===== src/rtl/imem_loader_pkg.sv =====
// Shared definitions for the boot-time instruction-memory loader.
// Optional build macro: IMEM_LOADER_CHECKSUM_EN (enables the CHK state).
package imem_loader_pkg;

    localparam int HDR_BYTES      = 2;
    localparam int BYTES_PER_WORD = 4;
    localparam int DEFAULT_ADDR_W = 14;
    localparam int DEFAULT_DEPTH  = 16384;

    typedef enum logic [2:0] {
        ST_IDLE   = 3'd0,
        ST_HDR_HI = 3'd1,
        ST_HDR_LO = 3'd2,
        ST_DATA   = 3'd3,
        ST_DONE   = 3'd4,
        ST_ERR    = 3'd5,
        ST_CHK    = 3'd6
    } state_e;

endpackage


===== src/rtl/imem_loader_word_packer.sv =====
// Assembles big-endian 32-bit words from a byte stream and emits a
// one-cycle word_valid strobe the cycle after the 4th byte arrives.
module imem_word_packer
    import imem_loader_pkg::*;
(
    input  logic        clock,
    input  logic        reset,
    input  logic        clear,
    input  logic        byte_en,
    input  logic [7:0]  byte_in,
    output logic [31:0] word,
    output logic        word_valid
);

    logic [23:0] shift_q, shift_d;
    logic [1:0]  idx_q, idx_d;
    logic [31:0] word_q, word_d;
    logic        valid_q, valid_d;

    // Shift incoming bytes in MSB-first; capture the full word on the last byte.
    always_comb begin
        shift_d = shift_q;
        idx_d   = idx_q;
        word_d  = word_q;
        valid_d = 1'b0;
        if (clear) begin
            idx_d = 2'd0;
        end else if (byte_en) begin
            shift_d = {shift_q[15:0], byte_in};
            if (idx_q == 2'(BYTES_PER_WORD - 1)) begin
                idx_d   = 2'd0;
                word_d  = {shift_q, byte_in};
                valid_d = 1'b1;
            end else begin
                idx_d = idx_q + 2'd1;
            end
        end
    end

    // State registers with synchronous reset.
    always_ff @(posedge clock) begin
        if (reset) begin
            shift_q <= '0;
            idx_q   <= '0;
            word_q  <= '0;
            valid_q <= 1'b0;
        end else begin
            shift_q <= shift_d;
            idx_q   <= idx_d;
            word_q  <= word_d;
            valid_q <= valid_d;
        end
    end

    assign word       = word_q;
    assign word_valid = valid_q;

endmodule


===== src/rtl/imem_loader.sv =====
// Boot-time program loader: header N (2 bytes, MSB first) followed by N
// big-endian words, written into instruction memory while the CPU is held.
// Optional build macro: IMEM_LOADER_CHECKSUM_EN adds a trailing XOR
// checksum byte verified in the CHK state.
module imem_loader
    import imem_loader_pkg::*;
#(
    parameter int ADDR_W = DEFAULT_ADDR_W,
    parameter int DEPTH  = DEFAULT_DEPTH
) (
    input  logic              clock,
    input  logic              reset,
    input  logic              start_pg,
    input  logic              rx_valid,
    input  logic [7:0]        rx_byte,
    input  logic [ADDR_W-1:0] fetch_addr,
    output logic [ADDR_W-1:0] mem_addr,
    output logic [31:0]       mem_wdata,
    output logic              mem_we,
    output logic              cpu_hold,
    output logic              load_done,
    output logic              load_err,
    output logic [ADDR_W:0]   word_count
);

    state_e          state_q, state_d;
    logic [15:0]     n_q, n_d;
    logic [ADDR_W:0] wc_q, wc_d;
    logic [15:0]     hdr_n;
    logic            packer_en;
    logic            packer_clear;
    logic            word_valid;
    logic [31:0]     words_seen;
    logic            last_write;
`ifdef IMEM_LOADER_CHECKSUM_EN
    logic [7:0]      acc_q, acc_d;
`endif

    assign hdr_n = {n_q[15:8], rx_byte};

    // Words already assembled (written or pending write); stop accepting
    // data bytes once all N words are in, so trailing bytes never corrupt
    // the packer.
    assign words_seen = 32'(wc_q) + {31'd0, word_valid};
    assign packer_en  = rx_valid && (state_q == ST_DATA) && (words_seen < 32'(n_q));
    assign last_write = word_valid && ((32'(wc_q) + 32'd1) == 32'(n_q));

    imem_word_packer u_packer (
        .clock      (clock),
        .reset      (reset),
        .clear      (packer_clear),
        .byte_en    (packer_en),
        .byte_in    (rx_byte),
        .word       (mem_wdata),
        .word_valid (word_valid)
    );

    // Next-state logic for the load FSM, header latch and word counter.
    always_comb begin
        state_d      = state_q;
        n_d          = n_q;
        wc_d         = wc_q;
        packer_clear = 1'b0;
`ifdef IMEM_LOADER_CHECKSUM_EN
        acc_d        = acc_q;
`endif
        if (word_valid) begin
            wc_d = wc_q + 1'b1;
        end
        case (state_q)
            ST_IDLE, ST_DONE, ST_ERR: begin
                if (start_pg) begin
                    state_d      = ST_HDR_HI;
                    wc_d         = '0;
                    packer_clear = 1'b1;
`ifdef IMEM_LOADER_CHECKSUM_EN
                    acc_d        = 8'h00;
`endif
                end
            end
            ST_HDR_HI: begin
                if (rx_valid) begin
                    n_d[15:8] = rx_byte;
                    state_d   = ST_HDR_LO;
                end
            end
            ST_HDR_LO: begin
                if (rx_valid) begin
                    n_d = hdr_n;
                    if (hdr_n == 16'd0) begin
`ifdef IMEM_LOADER_CHECKSUM_EN
                        state_d = ST_CHK;
`else
                        state_d = ST_DONE;
`endif
                    end else if (32'(hdr_n) > 32'(DEPTH)) begin
                        state_d = ST_ERR;
                    end else begin
                        state_d = ST_DATA;
                    end
                end
            end
            ST_DATA: begin
`ifdef IMEM_LOADER_CHECKSUM_EN
                if (packer_en) begin
                    acc_d = acc_q ^ rx_byte;
                end
                // A checksum byte may arrive in the same cycle as the final write.
                if (last_write) begin
                    if (rx_valid) begin
                        state_d = (rx_byte == acc_q) ? ST_DONE : ST_ERR;
                    end else begin
                        state_d = ST_CHK;
                    end
                end
`else
                if (last_write) begin
                    state_d = ST_DONE;
                end
`endif
            end
`ifdef IMEM_LOADER_CHECKSUM_EN
            ST_CHK: begin
                if (rx_valid) begin
                    state_d = (rx_byte == acc_q) ? ST_DONE : ST_ERR;
                end
            end
`endif
            default: state_d = ST_IDLE;
        endcase
    end

    // FSM and datapath registers with synchronous reset.
    always_ff @(posedge clock) begin
        if (reset) begin
            state_q <= ST_IDLE;
            n_q     <= '0;
            wc_q    <= '0;
`ifdef IMEM_LOADER_CHECKSUM_EN
            acc_q   <= '0;
`endif
        end else begin
            state_q <= state_d;
            n_q     <= n_d;
            wc_q    <= wc_d;
`ifdef IMEM_LOADER_CHECKSUM_EN
            acc_q   <= acc_d;
`endif
        end
    end

    // Outputs decoded from state; address muxed between loader and fetch.
    always_comb begin
        cpu_hold  = !((state_q == ST_IDLE) || (state_q == ST_DONE));
        load_done = (state_q == ST_DONE);
        load_err  = (state_q == ST_ERR);
        mem_addr  = cpu_hold ? wc_q[ADDR_W-1:0] : fetch_addr;
    end

    assign mem_we     = word_valid;
    assign word_count = wc_q;

endmodule


===== config.mk =====
export PLATFORM = sky130hd
export DESIGN_NAME = imem_loader
export DESIGN_NICKNAME = d
export VERILOG_FILES = /design/src/rtl/imem_loader_pkg.sv /design/src/rtl/imem_loader_word_packer.sv /design/src/rtl/imem_loader.sv
export SDC_FILE = /design/constraint.sdc
export NUM_CORES = 1
export LEC_CHECK = 0
export BUFFER_PORTS_ARGS = -buffer_cell sky130_fd_sc_hd__clkbuf_2
export CAP_MARGIN = 10
export CORE_AREA = 4 4 110 112
export DETAILED_ROUTE_END_ITERATION = 7
export DIE_AREA = 0 0 114 116
export PLACE_DENSITY = 0.73
export SLEW_MARGIN = 5
export SYNTH_ARGS = -nofsm -noshare
export SYNTH_HDL_FRONTEND = slang
export SYNTH_HIERARCHICAL = 1
export SYNTH_SLANG_ARGS = --single-unit

===== constraint.sdc =====
create_clock -name clock -period 3.7 [get_ports clock]
set_clock_uncertainty 0.1 [all_clocks]
set_input_delay 0.37 -clock clock [delete_from_list [all_inputs] [get_ports clock]]
set_output_delay 0.37 -clock clock [all_outputs]
set_load 0.01 [all_outputs]

==> results.sh, run 1 <==
export IMPL_p_per_area_mw_per_mm2=438.1
export IMPL_cp_required_ns=3.86
export IMPL_synthesis_nets=663
export IMPL_synth_async_reset_ratio=0
export IMPL_reg2reg_slack_ns=0.33
export IMPL_stdcell_count=842
export IMPL_synth_top_family_by_area="simple AND/OR/NAND/NOR gates"
export IMPL_rsz0062_at_grt="no"
export IMPL_critPathBufInv=2
export IMPL_status="finished, final reports clean"
export IMPL_worstHoldPathType="in -> reg"
export IMPL_slowest_delay_ns=0.51
export IMPL_drv_slew=0
export IMPL_grt_max_degree=51
export IMPL_numCtsBuffers=9
export IMPL_startpoint="word_count[12]$_SDFF_PP0_"
export IMPL_nets=739
export IMPL_setup_violations_final=0
export IMPL_finalCoreUtilization=0.5163
export IMPL_clock_path_buffers=2
export IMPL_synthMuxAreaShare=0.03765
export IMPL_cp_depth=15
export IMPL_power_leakage_nw=2.304
export IMPL_overflow=0
export IMPL_synth_warnings=6
export IMPL_grt_pass1_vias=4122
export IMPL_total_power_w=0.002538
export IMPL_wl_um=12030
export IMPL_design_area_mm2=0.005794
export IMPL_synth_simple_area_share=0.2408
export IMPL_synth_common_cells="125 x nand2_1, 93 x dfxtp_1, 64 x a21oi_1"
export IMPL_numPortBuffers=90
export IMPL_syn_inst=618
export IMPL_slowest_stage="dfxtp_1"
export IMPL_internal_power_w=0.001758
export IMPL_crit_chain="nand4_1, or2_2, nor2_1, xor2_1, ha_1, nor2b_1, o21ai_0, nor4bb_1, o21ai_0, a21oi_1, buf_4, and3b_1, buf_12, nand2_1, a21oi_1"
export IMPL_num_fill_cells=1042
export IMPL_regToRegStartpoint="word_count[12]$_SDFF_PP0_"
export IMPL_crit_end="u_packer/word[4]$_SDFFE_PP0P_"
export IMPL_drt_iter0_markers=213
export IMPL_avgSynthCellArea_um2=8.011
export IMPL_swShare=0.3073
export IMPL_finalHoldViolations=0
export IMPL_antenna_found_initial=0
export IMPL_reg2reg_to="u_packer/word[4]$_SDFFE_PP0P_"
export IMPL_synth_top_area_frac=0.3760
export IMPL_power_frac_seq=0.427
export IMPL_gp_congestion=0.9231
export IMPL_placed_area_mm2=0.005492
export IMPL_clk_pin_slew_worst_paths_ns=0.07
export IMPL_syn_area_mm2=0.004951
export IMPL_pwr_share_comb=0.209
export IMPL_critical_path_top_delay_family="simple AND/OR/NAND/NOR gates"
export IMPL_die_y_um=116
export IMPL_start_util=0.4411
export IMPL_clkPwrFrac=0.364
export IMPL_arrival_ns=3.53
export IMPL_antenna_left=0
export IMPL_p_switching_w=0.0007800
export IMPL_synthDistinctLibCells=55
export IMPL_relSlewSlack=0.3732
export IMPL_drc_errors=0
export IMPL_cts_hold_buffers=0
export IMPL_synth_area_leaders="dfxtp_1 38%, nand2_1 9.5%, a21oi_1 6.5%"
export IMPL_core_region_area_mm2=0.01122
export IMPL_start_kind="flip-flop"
export IMPL_insertion_delay_ns=0.34
export IMPL_routed_via_density=5.261
export IMPL_cp_max_fo=32
export IMPL_ios=91
export IMPL_synth_seq_area_share=0.3760
export IMPL_period_needed_ns=3.372
export IMPL_track_usage=0.1857
export IMPL_synthXorXnorAreaFrac=0.08137
export IMPL_ys_ff_latch=93
export IMPL_antennaDiodeCount=0
export IMPL_holdCritStartpoint="rx_byte[2]"
export IMPL_timing_fmax_mhz=296.6
export IMPL_grt_pass1_wl_um=19980
export IMPL_place_inst=826
export IMPL_ir_drop_mv=0.2245
export IMPL_rows=39
export IMPL_endpoint_kind="flip-flop"
export IMPL_area_growth_pct=17.03
export IMPL_cts_resized=0
export IMPL_criticalPathCategory="reg -> reg"
export IMPL_post_cts_buffers=0
export IMPL_synthAdderAreaFrac=0.04802
export IMPL_yosys_area_top_type="dfxtp_1"
export IMPL_hpwl_um=8799
export IMPL_root_buffer="clkbuf_16"
export IMPL_dr_pass1_iters=4
export IMPL_synth_edf_count=0
export IMPL_htree_levels=3
export IMPL_synth_compound_area_frac=0.1440
export IMPL_dieArea_mm2=0.01322
export IMPL_setup_tns_ns=0
export IMPL_layout_drive_gt1_share=0.2432
export IMPL_worstMarginPinSlew_ns=0.9402
export IMPL_cts_tree="done"
export IMPL_via_count=4430
export IMPL_die_w_um=114
export IMPL_yosys_cell_count_top_type="nand2_1"
export IMPL_drv_cap=0
export IMPL_clock_sinks=93
export IMPL_fin_crit_sh=0.9113
export IMPL_reg2regPathDepth=15
export IMPL_wl_per_cell_um=14.28
export IMPL_synth_ff_type="dfxtp_1"
[worst reg2reg max path: stages, from the launching register on]
cell	delay, ns
dfxtp_1	0.51
nand4_1	0.18
or2_2	0.33
nor2_1	0.13
xor2_1	0.17
ha_1	0.26
nor2b_1	0.13
o21ai_0	0.12
nor4bb_1	0.27
o21ai_0	0.14
a21oi_1	0.15
buf_4	0.17
and3b_1	0.21
buf_12	0.19
nand2_1	0.08
a21oi_1	0.14
[how the worst min path moves through the flow]
stage	to	slack [ns]	cells after the start
2_1_floorplan	u_packer/word[24]$_SDFFE_PP0P_	0.33	2
6_report	u_packer/shift_q[2]$_SDFFE_PP0P_	0.25	3
4_1_cts	u_packer/shift_q[2]$_SDFFE_PP0P_	0.24	3
5_1_grt	u_packer/shift_q[4]$_SDFFE_PP0P_	0.26	3
3_5_place_dp	u_packer/word[3]$_SDFFE_PP0P_	0.35	2
3_3_place_gp	u_packer/word[13]$_SDFFE_PP0P_	0.34	2
[cells by family after synthesis]
| group | Yosys count |
|---|---|
| and+or+nand+nor | 258 |
| AOI/OAI and AO/OA | 114 |
| DFF | 93 |
| buffers and inverters | 71 |
| xor gates and xnor gates | 46 |
| adders and majority gates | 19 |
| muxes | 17 |
[power groups by stage]
stage          Combinational [W]  Clock [W]  Sequential [W]
3_3_place_gp            0.000518          0         0.00110
6_report                0.000530   0.000925         0.00108
4_1_cts                 0.000535   0.000941         0.00108
2_1_floorplan           0.000416          0         0.00108
3_5_place_dp            0.000533          0         0.00111
5_1_grt                 0.000590   0.000991         0.00109
[cells in the final DEF, fill, tap and decap left out, drive strengths merged, types with 12 or more instances in the layout]
cell type,Yosys,routed
nand2,125,125
xor2,17,17
buf,27,23
mux2,13,13
nor4,12,12
xnor2,29,29
nor2,59,59
clkbuf,20,98
dfxtp,93,93
a21oi,83,83
inv,23,27
ha,19,19
[per-layer routing]
layer / wire length [µm] / share of wire / track usage
met3: 715 / 0.059 / 0.03812
met1: 5386 / 0.45 / 0.2398
met4: 211 / 0.018 / 0.06255
met5: 0 / 0 / 0
met2: 5714 / 0.48 / 0.3107
[registers in the layout, summed over array words and instances (netlist names)]
signal / flops
word_count: 15
u_packer/shift_q: 24
n_q: 16
u_packer/word_valid: 1
u_packer/idx_q: 2
state_q: 3
u_packer/word: 32
[stage by stage]
step / setup slack, ns / hold slack (ns)
2_1_floorplan: 0.5534 / 0.3321
3_3_place_gp: 0.3098 / 0.3443
3_5_place_dp: 0.2735 / 0.3493
4_1_cts: 0.2455 / 0.2410
5_1_grt: 0.001598 / 0.2587
6_report: 0.3283 / 0.2453
[cell type report]
class	instances	area (µm²)	share of cell area
clock buffers	9	225.2	0.03887
well taps	143	178.9	0.03088
inverters	24	90.09	0.01555
clock inverters	7	76.32	0.01317
multi-input cells	454	2733	0.4716
flip-flops and latches	93	1863	0.3215
repair buffers	112	628.1	0.1084
Power figures use the tool's default switching activity.
==> inputs of run 2 (changes only) <==
- CORE_AREA: 4 4 110 112 -> 5 5 111 113
- DIE_AREA: 0 0 114 116 -> 0 0 116 118
==> run 2 against run 1 <==
- routed wire length grew 5.4%
- total power grew 1.5%
- flip-flop and latch count is the same
- first-iteration DRC count shrank 12%
- via count grew 0.43%
- worst setup slack gained 0.013 ns
- critical path type unchanged
- largest cell class unchanged
- highest routed layer unchanged
==> results.sh, run 2 (synthesis results as in run 1) <==
export IMPL_reg2regPathDepth=17
export IMPL_design_area_mm2=0.005799
export IMPL_core_region_area_mm2=0.01122
export IMPL_clock_sinks=93
export IMPL_antenna_left=0
export IMPL_final_cell_mix="125 x nand2_1, 91 x dfxtp_1, 89 x clkbuf_2"
export IMPL_clk_pin_slew_worst_paths_ns=0.07
export IMPL_numCtsBuffers=9
export IMPL_worstHoldPathType="in -> reg"
export IMPL_grt_pass1_vias=4267
export IMPL_clkPwrFrac=0.370
export IMPL_ir_drop_mv=0.3241
export IMPL_final_common_cell="nand2_1"
export IMPL_power_frac_seq=0.421
export IMPL_rows=39
export IMPL_drc_errors=0
export IMPL_rsz0062_at_grt="no"
export IMPL_cp_max_fo=32
export IMPL_cp_required_ns=3.88
export IMPL_area_growth_pct=17.13
export IMPL_die_y_um=118
export IMPL_regToRegStartpoint="u_packer/word_valid$_SDFF_PP0_"
export IMPL_track_usage=0.1843
export IMPL_cts_hold_buffers=0
export IMPL_startpoint="u_packer/word_valid$_SDFF_PP0_"
export IMPL_relSlewSlack=0.3960
export IMPL_dieArea_mm2=0.01369
export IMPL_largest_reg_flops=32
export IMPL_holdWs_ns=0.2550
export IMPL_root_buffer="clkbuf_16"
export IMPL_status="finished, final reports clean"
export IMPL_seqCellArea_mm2=0.001864
export IMPL_placed_area_mm2=0.005492
export IMPL_drv_slew=0
export IMPL_reg2reg_to="u_packer/word[15]$_SDFFE_PP0P_"
export IMPL_p_per_area_mw_per_mm2=444.2
export IMPL_antenna_found_initial=0
export IMPL_swShare=0.2972
export IMPL_die_w_um=116
export IMPL_p_switching_w=0.0007655
export IMPL_multi_input_area_mm2=0.002738
export IMPL_grt_pass1_wl_um=20500
export IMPL_total_power_w=0.002576
export IMPL_clock_path_buffers=2
export IMPL_start_util=0.4411
export IMPL_gp_congestion=0.9132
export IMPL_pwr_share_comb=0.208
export IMPL_start_kind="flip-flop"
export IMPL_setup_violations_final=0
export IMPL_layout_drive_gt1_share=0.2464
export IMPL_nets=739
export IMPL_period_needed_ns=3.359
export IMPL_via_count=4449
export IMPL_htree_levels=3
export IMPL_dr_pass1_iters=5
export IMPL_wl_um=12670
export IMPL_ios=91
export IMPL_drt_iter0_markers=188
export IMPL_wl_per_cell_um=15.07
export IMPL_reg2reg_slack_ns=0.34
export IMPL_cts_tree="done"
export IMPL_finalHoldViolations=0
export IMPL_drv_cap=0
export IMPL_arrival_ns=3.54
export IMPL_antennaDiodeCount=0
export IMPL_endpoint_kind="flip-flop"
export IMPL_timing_fmax_mhz=297.7
export IMPL_internal_power_w=0.001810
export IMPL_fin_crit_sh=0.9079
export IMPL_setup_tns_ns=0
export IMPL_crit_end="u_packer/word[15]$_SDFFE_PP0P_"
export IMPL_stdcell_count=841
export IMPL_grt_max_degree=59
export IMPL_routed_via_density=5.290
export IMPL_power_leakage_nw=2.298
export IMPL_worstMarginPinSlew_ns=0.9027
export IMPL_numPortBuffers=90
export IMPL_place_inst=826
export IMPL_overflow=0
export IMPL_hpwl_um=9174
export IMPL_criticalPathCategory="reg -> reg"
export IMPL_insertion_delay_ns=0.35
export IMPL_num_fill_cells=1044
[run 2: cell count changes in the layout (fill, tap and decap cells not counted)]
| cell | previous run | this run |
|---|---|---|
| dfxtp_2 | 1 | 2 |
| bufinv_16 | 0 | 1 |
| nor2_2 | 0 | 1 |
| nor2_1 | 59 | 58 |
| clkinv_8 | 1 | 0 |
| clkinvlp_4 | 0 | 1 |
| clkinv_4 | 2 | 0 |
| inv_8 | 3 | 1 |
| ha_1 | 19 | 18 |
| inv_6 | 1 | 3 |
| ha_2 | 0 | 1 |
| dfxtp_1 | 92 | 91 |
[run 2: final cells by class]
| class | instances | share of cell area |
|---|---|---|
| Multi-Input combinational cell | 454 | 0.4721 |
| Timing Repair Buffer | 112 | 0.1083 |
| Tap cell | 143 | 0.03085 |
| Clock inverter | 6 | 0.01294 |
| Inverter | 24 | 0.01553 |
| Clock buffer | 9 | 0.03883 |
| Sequential cell | 93 | 0.3215 |
[run 2: through the flow]
step	util	worst slack [ns]
after CTS	0.5161	0.2274
after floorplan	-	0.5534
after global placement	0.4893	0.3519
final	0.5167	0.3409
after global routing	0.5167	0.005186
after detailed placement	0.4893	0.2666
[run 2: metal layers]
| layer | up-vias | routed length [µm] | GRT usage |
|---|---|---|---|
| met1 | 2071 | 5521 | 0.2325 |
| met3 | 21 | 804 | 0.03290 |
| met2 | 139 | 6082 | 0.3094 |
| met4 | 0 | 262 | 0.06889 |
| li1 | 2218 | - | - |
| met5 | - | 0 | 0 |
[run 2: timing repair]
item / in CTS / in global routing
hold endpoints to repair: 0 / 0
buffers inserted: 0 / 0
setup endpoints to repair: 0 / 56
gates resized for setup: 0 / 4
[run 2: power groups by stage]
stage	Sequential, W	Clock (W)	Combinational, W
floorplan	0.00108	0	0.000416
global placement	0.00110	0	0.000520
detailed placement	0.00111	0	0.000537
CTS	0.00108	0.000969	0.000539
global route	0.00109	0.00101	0.000596
finish	0.00109	0.000954	0.000537
[run 2: worst min-delay path by stage]
stage                                 startpoint                             end  slack, ns  cells after the start
2_1_floorplan  u_packer/shift_q[16]$_SDFFE_PP0P_  u_packer/word[24]$_SDFFE_PP0P_       0.33                      2
3_3_place_gp       u_packer/word[2]$_SDFFE_PP0P_   u_packer/word[2]$_SDFFE_PP0P_       0.34                      2
3_5_place_dp   u_packer/shift_q[20]$_SDFFE_PP0P_  u_packer/word[28]$_SDFFE_PP0P_       0.35                      2
4_1_cts                               rx_byte[2]   u_packer/word[2]$_SDFFE_PP0P_       0.25                      3
5_1_grt                               rx_byte[4]   u_packer/word[4]$_SDFFE_PP0P_       0.27                      3
6_report                              rx_byte[4]   u_packer/word[4]$_SDFFE_PP0P_       0.26                      3
[run 2: worst max-delay path: stages, from the launching register on]
cell	delay (ns)
dfxtp_1	0.34
ha_1	0.20
nand2_1	0.07
nor2_2	0.17
nand3_1	0.16
nor2_1	0.16
xor2_1	0.22
ha_1	0.29
a21o_1	0.20
a21o_1	0.18
a21oi_1	0.13
o21ai_0	0.08
a21oi_1	0.16
buf_4	0.18
and3b_1	0.23
buf_12	0.19
nand2_1	0.10
a21oi_2	0.13
==> inputs of run 3 (changes only) <==
- REMOVE_ABC_BUFFERS: not set -> 1
==> run 3 against run 2 <==
- utilization grew 0.25 points
- non-clock buffer count did not move
- hold slack improved by 0.0064 ns
- sequential share of layout area down 0.15 points
- sequential power barely moved
- critical path type unchanged
- critical endpoint is now u_packer/word[3]$_SDFFE_PP0P_
- largest cell class unchanged
- largest power group unchanged
==> results.sh, run 3 (synthesis results as in run 1) <==
export IMPL_status="finished, final reports clean"
export IMPL_area_growth_pct=17.69
export IMPL_hpwl_um=9032
export IMPL_antennaDiodeCount=0
export IMPL_rows=39
export IMPL_total_power_w=0.002522
export IMPL_relSlewSlack=0.3401
export IMPL_reg2reg_to="u_packer/word[3]$_SDFFE_PP0P_"
export IMPL_hold_path_endpoint="u_packer/shift_q[0]$_SDFFE_PP0P_"
export IMPL_holdWs_ns=0.2614
export IMPL_die_y_um=118
export IMPL_largest_reg_flops=32
export IMPL_ios=91
export IMPL_post_place_ws_ns=0.2426
export IMPL_placed_area_mm2=0.005529
export IMPL_htree_levels=3
export IMPL_die_w_um=116
export IMPL_finalHoldViolations=0
export IMPL_clk_pin_slew_worst_paths_ns=0.07
export IMPL_power_leakage_nw=2.313
export IMPL_antenna_found_initial=0
export IMPL_finalWorstSetupSlack_ns=0.2458
export IMPL_worstMarginPinSlew_ns=0.9862
export IMPL_worstHoldPathType="in -> reg"
export IMPL_grt_pass1_wl_um=20420
export IMPL_finalCoreUtilization=0.5192
export IMPL_insertion_delay_ns=0.33
export IMPL_via_count=4463
export IMPL_start_kind="flip-flop"
export IMPL_cp_required_ns=3.86
export IMPL_period_needed_ns=3.454
export IMPL_nets=739
export IMPL_gp_congestion=0.9015
export IMPL_root_buffer="clkbuf_16"
export IMPL_core_region_area_mm2=0.01122
export IMPL_endpoint_kind="flip-flop"
export IMPL_setup_violations_final=0
export IMPL_drc_errors=0
export IMPL_criticalPathCategory="reg -> reg"
export IMPL_rsz0062_at_grt="no"
export IMPL_hold_path_depth=3
export IMPL_dieArea_mm2=0.01369
export IMPL_slowest_stage="dfxtp_1"
export IMPL_start_util=0.4411
export IMPL_wl_um=12200
export IMPL_layout_drive_gt1_share=0.2461
export IMPL_track_usage=0.1799
export IMPL_dr_pass1_iters=6
export IMPL_numPortBuffers=90
export IMPL_numCtsBuffers=9
export IMPL_p_per_area_mw_per_mm2=432.9
export IMPL_design_area_mm2=0.005827
export IMPL_final_cell_mix="125 x nand2_1, 91 x dfxtp_1, 89 x clkbuf_2"
export IMPL_cts_tree="done"
export IMPL_clock_sinks=93
export IMPL_wl_per_cell_um=14.49
export IMPL_overflow=0
export IMPL_drv_cap=0
export IMPL_drt_iter0_markers=260
export IMPL_routed_via_density=5.300
export IMPL_reg2regPathDepth=16
export IMPL_drv_slew=0
export IMPL_regToRegStartpoint="u_packer/word_valid$_SDFF_PP0_"
export IMPL_holdCritStartpoint="rx_byte[0]"
export IMPL_timing_fmax_mhz=289.5
export IMPL_ir_drop_mv=0.2092
export IMPL_antenna_left=0
export IMPL_crit_path_frequent_cell="ha_1"
export IMPL_reg2reg_slack_ns=0.25
export IMPL_clock_path_buffers=2
export IMPL_cts_hold_buffers=0
export IMPL_cp_max_fo=25
export IMPL_final_common_cell="nand2_1"
export IMPL_arrival_ns=3.61
export IMPL_fin_crit_sh=0.9336
export IMPL_grt_max_degree=52
export IMPL_grt_pass1_vias=4335
export IMPL_slowest_delay_ns=0.35
export IMPL_crit_chain="ha_1, ha_1, nand2_1, nor2_1, xor2_1, ha_1, nor2b_1, o21ai_0, nor4bb_1, o21ai_0, a21oi_1, buf_4, and3b_1, buf_12, nand2_1, a21oi_1"
[run 3: final cells by class]
cell class / count / area [µm²]
Fill cell: 1071 / 5396
Timing Repair Buffer: 112 / 665.6
Clock buffer: 10 / 239.0
Tap cell: 143 / 178.9
Sequential cell: 93 / 1864
Multi-Input combinational cell: 454 / 2735
Inverter: 24 / 90.09
Clock inverter: 6 / 53.80
[run 3: how the worst max path moves through the flow]
stage / to / startpoint / slack [ns]
6_report: u_packer/word[3]$_SDFFE_PP0P_ / u_packer/word_valid$_SDFF_PP0_ / 0.25
5_1_grt: u_packer/word[25]$_SDFFE_PP0P_ / word_count[0]$_SDFF_PP0_ / 0.02
4_1_cts: u_packer/word[3]$_SDFFE_PP0P_ / word_count[8]$_SDFF_PP0_ / 0.21
3_5_place_dp: u_packer/word[3]$_SDFFE_PP0P_ / word_count[8]$_SDFF_PP0_ / 0.24
3_3_place_gp: u_packer/word[10]$_SDFFE_PP0P_ / word_count[8]$_SDFF_PP0_ / 0.31
2_1_floorplan: u_packer/word[14]$_SDFFE_PP0P_ / word_count[2]$_SDFF_PP0_ / -0.06
[run 3: layer usage]
layer / GRT usage / wire [µm] / vias up
li1: - / - / 2226
met1: 0.2369 / 5385 / 2106
met2: 0.2993 / 6041 / 115
met3: 0.02571 / 585 / 16
met4: 0.05946 / 190 / 0
met5: 0 / 0 / -
[run 3: critical path: cells and delay by family (launching register included)]
kind | cells | cell delay [ns]
compound gates | 4 | 0.60
simple gates | 6 | 1.08
flops | 1 | 0.35
buf+inv | 2 | 0.36
fa+ha+maj | 3 | 0.72
xor+xnor | 1 | 0.17
[run 3: per-stage QoR]
| step | instances | TNS, ns |
|---|---|---|
| 2_1_floorplan | 571 | -1.038 |
| 3_3_place_gp | 826 | 0 |
| 3_5_place_dp | 826 | 0 |
| 4_1_cts | 842 | 0 |
| 5_1_grt | 842 | 0 |
| 6_report | 842 | 0 |
[run 3: timing repair]
item / CTS / global route
hold endpoints to repair: 0 / 0
setup endpoints to repair: 0 / 32
resized for setup: 0 / 3
setup buffers: 0 / 0
[run 3: power breakdown]
part	total (W)	switching (W)	internal (W)	leakage, nW
combinational	0.000548	0.000302	0.000246	1.42
sequential	0.00108	0.0000454	0.00104	0.751
clock	0.000894	0.000408	0.000486	0.142
total	0.00252	0.000755	0.00177	2.31
